File: src/rtl/dcache_ctrl.sv
// dcache_ctrl: direct-mapped one-word-line data cache between the core
// data port and slow memory, write-through or write-back by parameter.
//
// Ports
//   clk, reset          clock, async active-low reset
//   core_addr/wdata     core byte address (bits 1:0 unused), store data
//   core_rd/core_wr     load/store request, held while core_stall=1
//   core_rdata/hit      load data, combinational lookup hit
//   core_stall          request present and not completing this cycle
//   mem_addr/wdata      word-aligned memory address, write data
//   mem_rd/read_ready   read request / read data valid
//   mem_rdata           read data from memory
//   mem_read_done       read data captured
//   mem_wr/write_ready  write request / address+data valid
//   mem_write_done      memory accepted write
module dcache_ctrl #(
  parameter int NUM_LINES  = 16,
  parameter int WRITE_BACK = 0,
  parameter int INDEX_W    = $clog2(NUM_LINES)
) (
  input  logic        clk,
  input  logic        reset,
  input  logic [31:0] core_addr,
  input  logic [31:0] core_wdata,
  input  logic        core_rd,
  input  logic        core_wr,
  output logic [31:0] core_rdata,
  output logic        core_hit,
  output logic        core_stall,
  output logic [31:0] mem_addr,
  output logic [31:0] mem_wdata,
  output logic        mem_rd,
  input  logic        mem_read_ready,
  input  logic [31:0] mem_rdata,
  output logic        mem_read_done,
  output logic        mem_wr,
  output logic        mem_write_ready,
  input  logic        mem_write_done
);

  localparam int TAG_W = 30 - INDEX_W;
  localparam bit WB = (WRITE_BACK != 0);

  typedef enum logic [2:0] {
    IDLE, EVICT, EVICT_DROP, FILL,
    FILL_DROP, WTHRU, WTHRU_DROP
  } state_t;

  state_t               state;
  logic [NUM_LINES-1:0] valid;
  logic [NUM_LINES-1:0] dirty;
  logic [TAG_W-1:0]     tags [NUM_LINES];
  logic [31:0]          data [NUM_LINES];
  logic                 wt_done;

  logic [INDEX_W-1:0] idx;
  logic [TAG_W-1:0]   tg;
  logic               req;
  logic               is_wr;
  logic               hit;
  logic               vic_dirty;
  logic [31:0]        waddr;
  logic               line_we;
  logic [31:0]        line_data;
  logic               unused;

  assign idx       = core_addr[INDEX_W+1:2];
  assign tg        = core_addr[31:INDEX_W+2];
  assign req       = core_rd | core_wr;
  assign is_wr     = core_wr;
  assign hit       = valid[idx] && (tags[idx] == tg);
  assign vic_dirty = WB && valid[idx] && dirty[idx];
  assign waddr     = {core_addr[31:2], 2'b00};
  assign unused    = ^core_addr[1:0];

  assign core_hit   = reset && req && hit;
  assign core_rdata = (reset && core_rd && hit)
                    ? data[idx] : 32'h0;

  // wt_done marks the single completion cycle
  // of a write-through store back in IDLE.
  always_comb begin
    core_stall = 1'b0;
    if (reset && req) begin
      if (state != IDLE)
        core_stall = 1'b1;
      else if (is_wr)
        core_stall = WB ? (!hit && vic_dirty)
                        : !wt_done;
      else
        core_stall = !hit;
    end
  end

  always_comb begin
    line_we   = 1'b0;
    line_data = core_wdata;
    if (reset && state == IDLE && req && is_wr)
      line_we = WB ? (hit || !vic_dirty)
                   : (hit && !wt_done);
    if (reset && state == FILL && mem_read_ready) begin
      line_we   = 1'b1;
      line_data = mem_rdata;
    end
  end

  always_ff @(posedge clk) begin
    if (line_we) begin
      data[idx] <= line_data;
      tags[idx] <= tg;
    end
  end

  always_ff @(posedge clk or negedge reset) begin
    if (!reset) begin
      state           <= IDLE;
      valid           <= '0;
      dirty           <= '0;
      wt_done         <= 1'b0;
      mem_addr        <= 32'h0;
      mem_wdata       <= 32'h0;
      mem_rd          <= 1'b0;
      mem_read_done   <= 1'b0;
      mem_wr          <= 1'b0;
      mem_write_ready <= 1'b0;
    end else begin
      unique case (state)
        IDLE: begin
          wt_done <= 1'b0;
          if (req && is_wr) begin
            if (WB) begin
              if (hit || !vic_dirty) begin
                valid[idx] <= 1'b1;
                dirty[idx] <= 1'b1;
              end else begin
                state           <= EVICT;
                mem_wr          <= 1'b1;
                mem_write_ready <= 1'b1;
                mem_addr  <= {tags[idx], idx, 2'b00};
                mem_wdata <= data[idx];
              end
            end else if (!wt_done) begin
              state           <= WTHRU;
              mem_wr          <= 1'b1;
              mem_write_ready <= 1'b1;
              mem_addr        <= waddr;
              mem_wdata       <= core_wdata;
            end
          end else if (req && !hit) begin
            if (vic_dirty) begin
              state           <= EVICT;
              mem_wr          <= 1'b1;
              mem_write_ready <= 1'b1;
              mem_addr  <= {tags[idx], idx, 2'b00};
              mem_wdata <= data[idx];
            end else begin
              state    <= FILL;
              mem_rd   <= 1'b1;
              mem_addr <= waddr;
            end
          end
        end
        EVICT: begin
          if (mem_write_done) begin
            mem_wr          <= 1'b0;
            mem_write_ready <= 1'b0;
            dirty[idx]      <= 1'b0;
            state           <= EVICT_DROP;
          end
        end
        EVICT_DROP: begin
          if (!mem_write_done) begin
            if (is_wr) begin
              state <= IDLE;
            end else begin
              state    <= FILL;
              mem_rd   <= 1'b1;
              mem_addr <= waddr;
            end
          end
        end
        FILL: begin
          if (mem_read_ready) begin
            valid[idx]    <= 1'b1;
            dirty[idx]    <= 1'b0;
            mem_read_done <= 1'b1;
            state         <= FILL_DROP;
          end
        end
        FILL_DROP: begin
          if (!mem_read_ready) begin
            mem_rd        <= 1'b0;
            mem_read_done <= 1'b0;
            state         <= IDLE;
          end
        end
        WTHRU: begin
          if (mem_write_done) begin
            mem_wr          <= 1'b0;
            mem_write_ready <= 1'b0;
            state           <= WTHRU_DROP;
          end
        end
        WTHRU_DROP: begin
          if (!mem_write_done) begin
            wt_done <= 1'b1;
            state   <= IDLE;
          end
        end
        default: state <= IDLE;
      endcase
    end
  end

endmodule
File: config.mk
export PLATFORM = sky130hd
export DESIGN_NAME = dcache_ctrl
export DESIGN_NICKNAME = d
export VERILOG_FILES = /design/src/rtl/dcache_ctrl.sv
export SDC_FILE = /design/constraint.sdc
export NUM_CORES = 1
export LEC_CHECK = 0
export ABC_AREA = 1
export ABC_CLOCK_PERIOD_IN_PS = 10400
export CORE_ASPECT_RATIO = 1.1
export CORE_MARGIN = 4
export CORE_UTILIZATION = 48
export CTS_CLUSTER_SIZE = 10
export DETAILED_ROUTE_END_ITERATION = 16
export GPL_ROUTABILITY_DRIVEN = 0
export GPL_TIMING_DRIVEN = 0
export PLACE_DENSITY_LB_ADDON = 0.08
export SYNTH_ARGS = -nofsm -noshare
export SYNTH_HDL_FRONTEND = slang
export SYNTH_SLANG_ARGS = --single-unit
File: constraint.sdc
create_clock -name clk -period 10.4 [get_ports clk]
set_input_delay 2.08 -clock clk [delete_from_list [all_inputs] [get_ports clk]]
set_output_delay 2.08 -clock clk [all_outputs]
set_load 0.005 [all_outputs]
; ---- Word-level counts from Yosys, hierarchy flattened
; Memory sizes are Yosys's and may differ from the RTL's.
; Cells that the tools add are included.
[word_totals]
register_bits = 87
latch_bits = 0
mem_bits_rw = 928
mem_bits_ro = 0
in_bits = 102
out_inout_bits = 102
mem_count = 2
[mem_list]
columns = name, words, word_bits, rd, rd_clocked_by_memory_dff, wr, line
row1 = data, 16, 32, 1, 0, 1, 53  ; logic [31:0] data [NUM_LINES];
row2 = tags, 16, 26, 1, 0, 1, 52  ; logic [TAG_W-1:0] tags [NUM_LINES];
[op_classes]
addsub = 0
multipliers = 0
n_div = 0
magnitude_cmp = 2
n_eq_ne = 21
n_shift = 0
muxes = 44
bitwise_logic = 3
n_reduce_logical = 32
[ops]
columns = op, n
row1 = $mux 32, 7
row2 = $pmux 32 s2, 1
row3 = $mux 3, 9
row4 = $eq 26x26->1, 1
row5 = $pmux 3 s7, 1
row6 = $mux 1, 19
row7 = $ne 2x2->1 const B, 9
row8 = $or 16x16->16, 1
row9 = $logic_and 1x1->1, 14
row10 = $eq 3x3->1 const B, 3
row11 = $reduce_and 8->1, 1
row12 = $reduce_bool 2->1, 4
row13 = $eq 3x2->1 const B, 2
row14 = $ne 2x1->1 const B, 3
row15 = $pmux 1 s2, 3
row16 = $reduce_and 3->1, 2
row17 = $reduce_and 6->1, 1
row18 = $reduce_bool 3->1, 2
row19 = $lt 4x5->1 const B, 1
row20 = $reduce_and 5->1, 1
row21 = $bmux 1 s4, 1
row22 = $demux 1 s4, 1
row23 = $ge 4x1->1 const B, 1
row24 = $reduce_and 2->1, 2
row25 = 11 further kinds, 12

; ---- Depth between registers and ports, before layout
[logic_depth]
word_depth = 8
mapped_depth = 23

; ---- Least setup slack after synthesis
; OpenSTA, ideal clock, no wires.
[synth_timing]
path_kind = input -> register
from = input core_addr[3]
to = memory data[3][0] (enable)
arrival_time_ns = 6.460
slack_ns = 3.447
path_stages = 18
n_path_buf = 3
cell_sequence = buf_4 -> inv_2 -> buf_2 -> buf_2 -> nand2_1 -> nand3_1 -> nand2_1 -> nand2_1 -> nor2_1 -> nand2_1 -> nand2_1 -> nor2_1 -> nand2_1 -> nor2_1 -> nand2_1 -> nor2_4 -> nand4_4 -> a21oi_1
[synth_via]
elab_chain_cells = 8
[synth_lines]
columns = item, line
row1 = "start, declared", 23  ; input logic [31:0] core_addr,
row2 = $mem_v2 16x26 / $bmux 1 s4 (equally long branches), n/a
row3 = $eq 26x26->1 / $mux 1 (equally long branches), 71  ; assign hit = valid[idx] && (tags[idx] == tg);
row4 = $logic_and 1x1->1, 71
row5 = $logic_and 1x1->1, 100  ; : (hit && !wt_done);
row6 = $mux 1, 98  ; if (reset && state == IDLE && req && is_wr)
row7 = $mux 1, 101  ; if (reset && state == FILL && mem_read_ready) begin
row8 = $mux 1, 108  ; if (line_we) begin
row9 = $mux 1 (not written as such), 109  ; data[idx] <= line_data;
row10 = "end, declared", 53
; Several ways; a longest one is shown, not always the timed one. The select of a mux whose other input is x is not followed.

; ---- Worst setup path after layout
[layout_timing]
from = input core_addr[4]
to = output core_rdata[3]
[layout_via]
elab_chain_cells = 5
[layout_lines]
columns = item, line
row1 = $mem_v2 16x26 / $bmux 1 s4 (equally long branches), n/a
row2 = $eq 26x26->1 / $mux 1 (equally long branches), 71
row3 = $logic_and 1x1->1, 71
row4 = $logic_and 1x1->1, 77  ; assign core_rdata = (reset && core_rd && hit)
row5 = $mux 32 (*), 78  ; ? data[idx] : 32'h0;
row6 = "end, declared", 27  ; output logic [31:0] core_rdata,
; Every way passes the cells marked *; elsewhere a longest branch is shown, timed or not. The select of a mux whose other input is x is not followed.

==> impl_metrics.sql <==
INSERT INTO impl_metrics (metric_group, metric, value, unit) VALUES
('power', 'fin_total_pwr', '9640', 'uW'),
('clock_tree', 'number_of_levels_the_h_tree_was_split_into', '3', ''),
('sta', 'worstMarginPinSlew', '1360', 'ps'),
('detailed_routing', 'antenna_violating_nets_post_route', '0', ''),
('floorplan', 'floorplan.die.height', '314', 'um'),
('critical_path', 'r2r_end', 'tags[8][13]', ''),
('clock_tree', 'cts_hold_repair.buffers', '0', ''),
('grt', 'grt_max_degree', '52', ''),
('clock_tree', 'cts_num_sinks', '1013', ''),
('clock_tree', 'clk_pin_slew_worst_paths', '60', 'ps'),
('floorplan', 'die-width', '286', 'um'),
('critical_path', 'worst-endpoint-required', '8320', 'ps'),
('synth', 'number_of_flip_flops_and_latches_in_the_synthesized_netlist', '1013', ''),
('synth', 'edff_count_synth', '928', ''),
('sta', 'final_period_minus_worst_setup_slack', '8850', 'ps'),
('grt', 'gr_ovfl_total', '0', ''),
('grt', 'vias_in_the_first_global_route', '28700', ''),
('placed_design', 'port_buffers', '198', ''),
('sta', 'slew_headroom', '0.0926', ''),
('critical_path', 'worstPathArrival', '6770', 'ps'),
('sta', 'min_period_over_period', '0.851', ''),
('clock_tree', 'numCtsBuffers', '113', ''),
('floorplan', 'starting_density_of_the_core', '0.483', ''),
('clock_tree', 'cts_tree', 'done', ''),
('synth', 'seq_area_frac_synth', '0.733', ''),
('critical_path', 'worstRegToRegCells', '12', ''),
('synth', 'yosysWarnings', '0', ''),
('floorplan', 'design.die.area', '90000', 'um2'),
('sta', 'clock_skew', '21.6', 'ps'),
('critical_path', 'path_class', 'in2out', ''),
('sta', 'fmax', '0.113', 'GHz'),
('synth', 'postSynthCellCount', '3338', ''),
('worst_hold_path', 'hold_path_class', 'reg2reg', ''),
('grt', 'grt_antenna_before_repair', '0', ''),
('detailed_routing', 'drt-pass1-iter-count', '9', ''),
('run_status', 'outcome', 'complete, no violations', ''),
('final_layout', 'insertedDiodeCount', '0', ''),
('critical_path', 'critPathCaptureType', 'output pin', ''),
('detailed_routing', 'via_per_inst', '5.77', ''),
('clock_tree', 'clockRootBuffer', 'sky130_fd_sc_hd__clkbuf_16', ''),
('sta', 'report.final.setup_viol', '0', ''),
('critical_path', 'ff2ff_setup_slack', '5090', 'ps'),
('floorplan', 'site_row_count', '112', ''),
('detailed_routing', 'drc', '0', ''),
('critical_path', 'timing.critical_path.mode_cell', 'sky130_fd_sc_hd__nand2_1', ''),
('synth', 'synth.area.top_cells', 'sky130_fd_sc_hd__edfxtp_1 68%, sky130_fd_sc_hd__nand2_1 11%, sky130_fd_sc_hd__dfrtp_1 5.2%, sky130_fd_sc_hd__nor3_1 3.5%, sky130_fd_sc_hd__o22ai_1 1.9%', ''),
('synth', 'postSynth.topFlopCell', 'sky130_fd_sc_hd__edfxtp_1', ''),
('grt', 'grt_pass1_wl', '186000', 'um'),
('synth', 'mappedNetlistArea', '40900', 'um2'),
('synth', 'synthesis.area_per_instance', '12.3', 'um2'),
('sta', 'tns_setup', '0', 'ps'),
('power', 'power_density', '196', 'nW/um2'),
('floorplan', 'placeableCoreArea', '84600', 'um2'),
('final_layout', 'drive_gt1_frac', '0.0903', ''),
('clock_tree', 'clockBufferDepth', '3', ''),
('critical_path', 'worstPathMaxFanout', '10', ''),
('placed_design', 'post-place-ws', '1720', 'ps'),
('detailed_routing', 'routed_wirelength', '129000', 'um'),
('detailed_routing', 'initialDrtViolationCount', '2936', ''),
('worst_hold_path', 'hold-path-cell-count', '2', ''),
('clock_tree', 'post_cts_resize_count', '0', ''),
('critical_path', 'regToRegStartpoint', 'state[0]', ''),
('worst_hold_path', 'hold-path-endpoint', 'mem_addr[18]', ''),
('detailed_routing', 'routedWlPerCell', '26.0', 'um'),
('sta', 'post_route_setup_slack', '1550', 'ps'),
('worst_hold_path', 'origin_of_the_worst_min_delay_path', 'mem_addr[18]', ''),
('detailed_routing', 'detailroute.via_count', '28600', ''),
('critical_path', 'critical_path.startpoint_type', 'input port', ''),
('grt', 'grt_util_all_layers', '0.282', ''),
('power', 'max-vdd-ir-drop', '0.133', 'mV'),
('sta', 'final-hold-violation-count', '0', '');
## layout make-up
| type | count | share of cell area |
|---|---|---|
| Buffer | 198 | 0.0180 |
| Clock buffer | 209 | 0.0659 |
| Clock inverter | 6 | 0.00165 |
| Inverter | 53 | 0.00405 |
| Multi-Input combinational cell | 2075 | 0.203 |
| Sequential cell | 1013 | 0.610 |
| Tap cell | 1140 | 0.0290 |
| Timing Repair Buffer | 254 | 0.0680 |
## worst max-delay path: cells and delay by family
kind | cells | cell delay (ps)
compound gates | 1 | 80
buf+inv | 5 | 2460
simple gates | 10 | 2130
## metal layers
layer / routed length, um / up-vias / global-route usage / part of all wire
li1: - / 12700 / - / -
met1: 49300 / 14100 / 0.362 / 0.38
met2: 62900 / 1473 / 0.479 / 0.49
met3: 11300 / 282 / 0.0518 / 0.088
met4: 5100 / 0 / 0.115 / 0.040
met5: 0 / - / 0 / 0
## where the power goes
group	leakage, uW	switching (uW)	internal, uW
registers	0.00935	102	4650
logic	0.00700	734	528
clock network	0.00157	1550	2080
total	0.0179	2390	7250
## sequential cells by signal, indices dropped and copies added, names as in the netlist
signal	flops
mem_rd	1
mem_addr	30
tags	416
state	3
mem_wdata	32
wt_done	1
mem_write_ready	1
data	512
valid	16
mem_read_done	1
## how the worst max path moves through the flow
stage,startpoint,end,slack [ps],cells after the start
global route,core_addr[4],core_rdata[3],1440,16
global placement,reset,tags[3][8],-5590,5
CTS,core_addr[4],core_rdata[3],1690,16
finish,core_addr[4],core_rdata[3],1550,16
floorplan,core_addr[3],data[3][0],3450,18
detailed placement,core_addr[4],core_rdata[3],1720,16
## cell usage in the layout (no fill, tap or decap), types with 5 or more instances in the layout
cell,n
sky130_fd_sc_hd__o21ai_0,43
sky130_fd_sc_hd__o2111ai_1,31
sky130_fd_sc_hd__o22ai_1,125
sky130_fd_sc_hd__inv_1,50
sky130_fd_sc_hd__a21oi_1,10
sky130_fd_sc_hd__nor3_1,288
sky130_fd_sc_hd__o21ai_1,5
sky130_fd_sc_hd__nand3_1,76
sky130_fd_sc_hd__edfxtp_1,928
sky130_fd_sc_hd__buf_4,16
sky130_fd_sc_hd__a22oi_1,8
sky130_fd_sc_hd__buf_2,56
sky130_fd_sc_hd__dfrtp_1,85
sky130_fd_sc_hd__clkdlybuf4s50_1,197
sky130_fd_sc_hd__buf_12,22
sky130_fd_sc_hd__buf_1,17
sky130_fd_sc_hd__o21bai_1,14
sky130_fd_sc_hd__a21oi_4,16
sky130_fd_sc_hd__clkbuf_16,114
sky130_fd_sc_hd__mux2_2,64
sky130_fd_sc_hd__nand2_1,1162
sky130_fd_sc_hd__buf_16,33
sky130_fd_sc_hd__nor2_1,118
sky130_fd_sc_hd__clkbuf_1,200
sky130_fd_sc_hd__o31ai_1,93
## stage by stage
| step | utilization | cells | hold slack, ps |
|---|---|---|---|
| 3_5_place_dp | 0.542 | 4733 | 456 |
| 4_1_cts | 0.581 | 4948 | 473 |
| 5_1_grt | 0.581 | 4948 | 494 |
| 3_3_place_gp | 0.524 | 4677 | 442 |
| 6_report | 0.581 | 4948 | 469 |
| 2_1_floorplan | - | 3339 | 427 |
## kinds of logic (layout without fill, tap and decap cells)
group / after synthesis / in the layout / share of synthesized area
buffers and inverters: 251 / 720 / 0.0265
DFF: 1013 / 1013 / 0.733
muxes: 64 / 64 / 0.0176
AOI/OAI and AO/OA: 352 / 352 / 0.0582
other: 1 / 2 / 0.0000916
and+or+nand+nor: 1657 / 1657 / 0.165
Note: power is estimated with default switching activity, not from simulation.
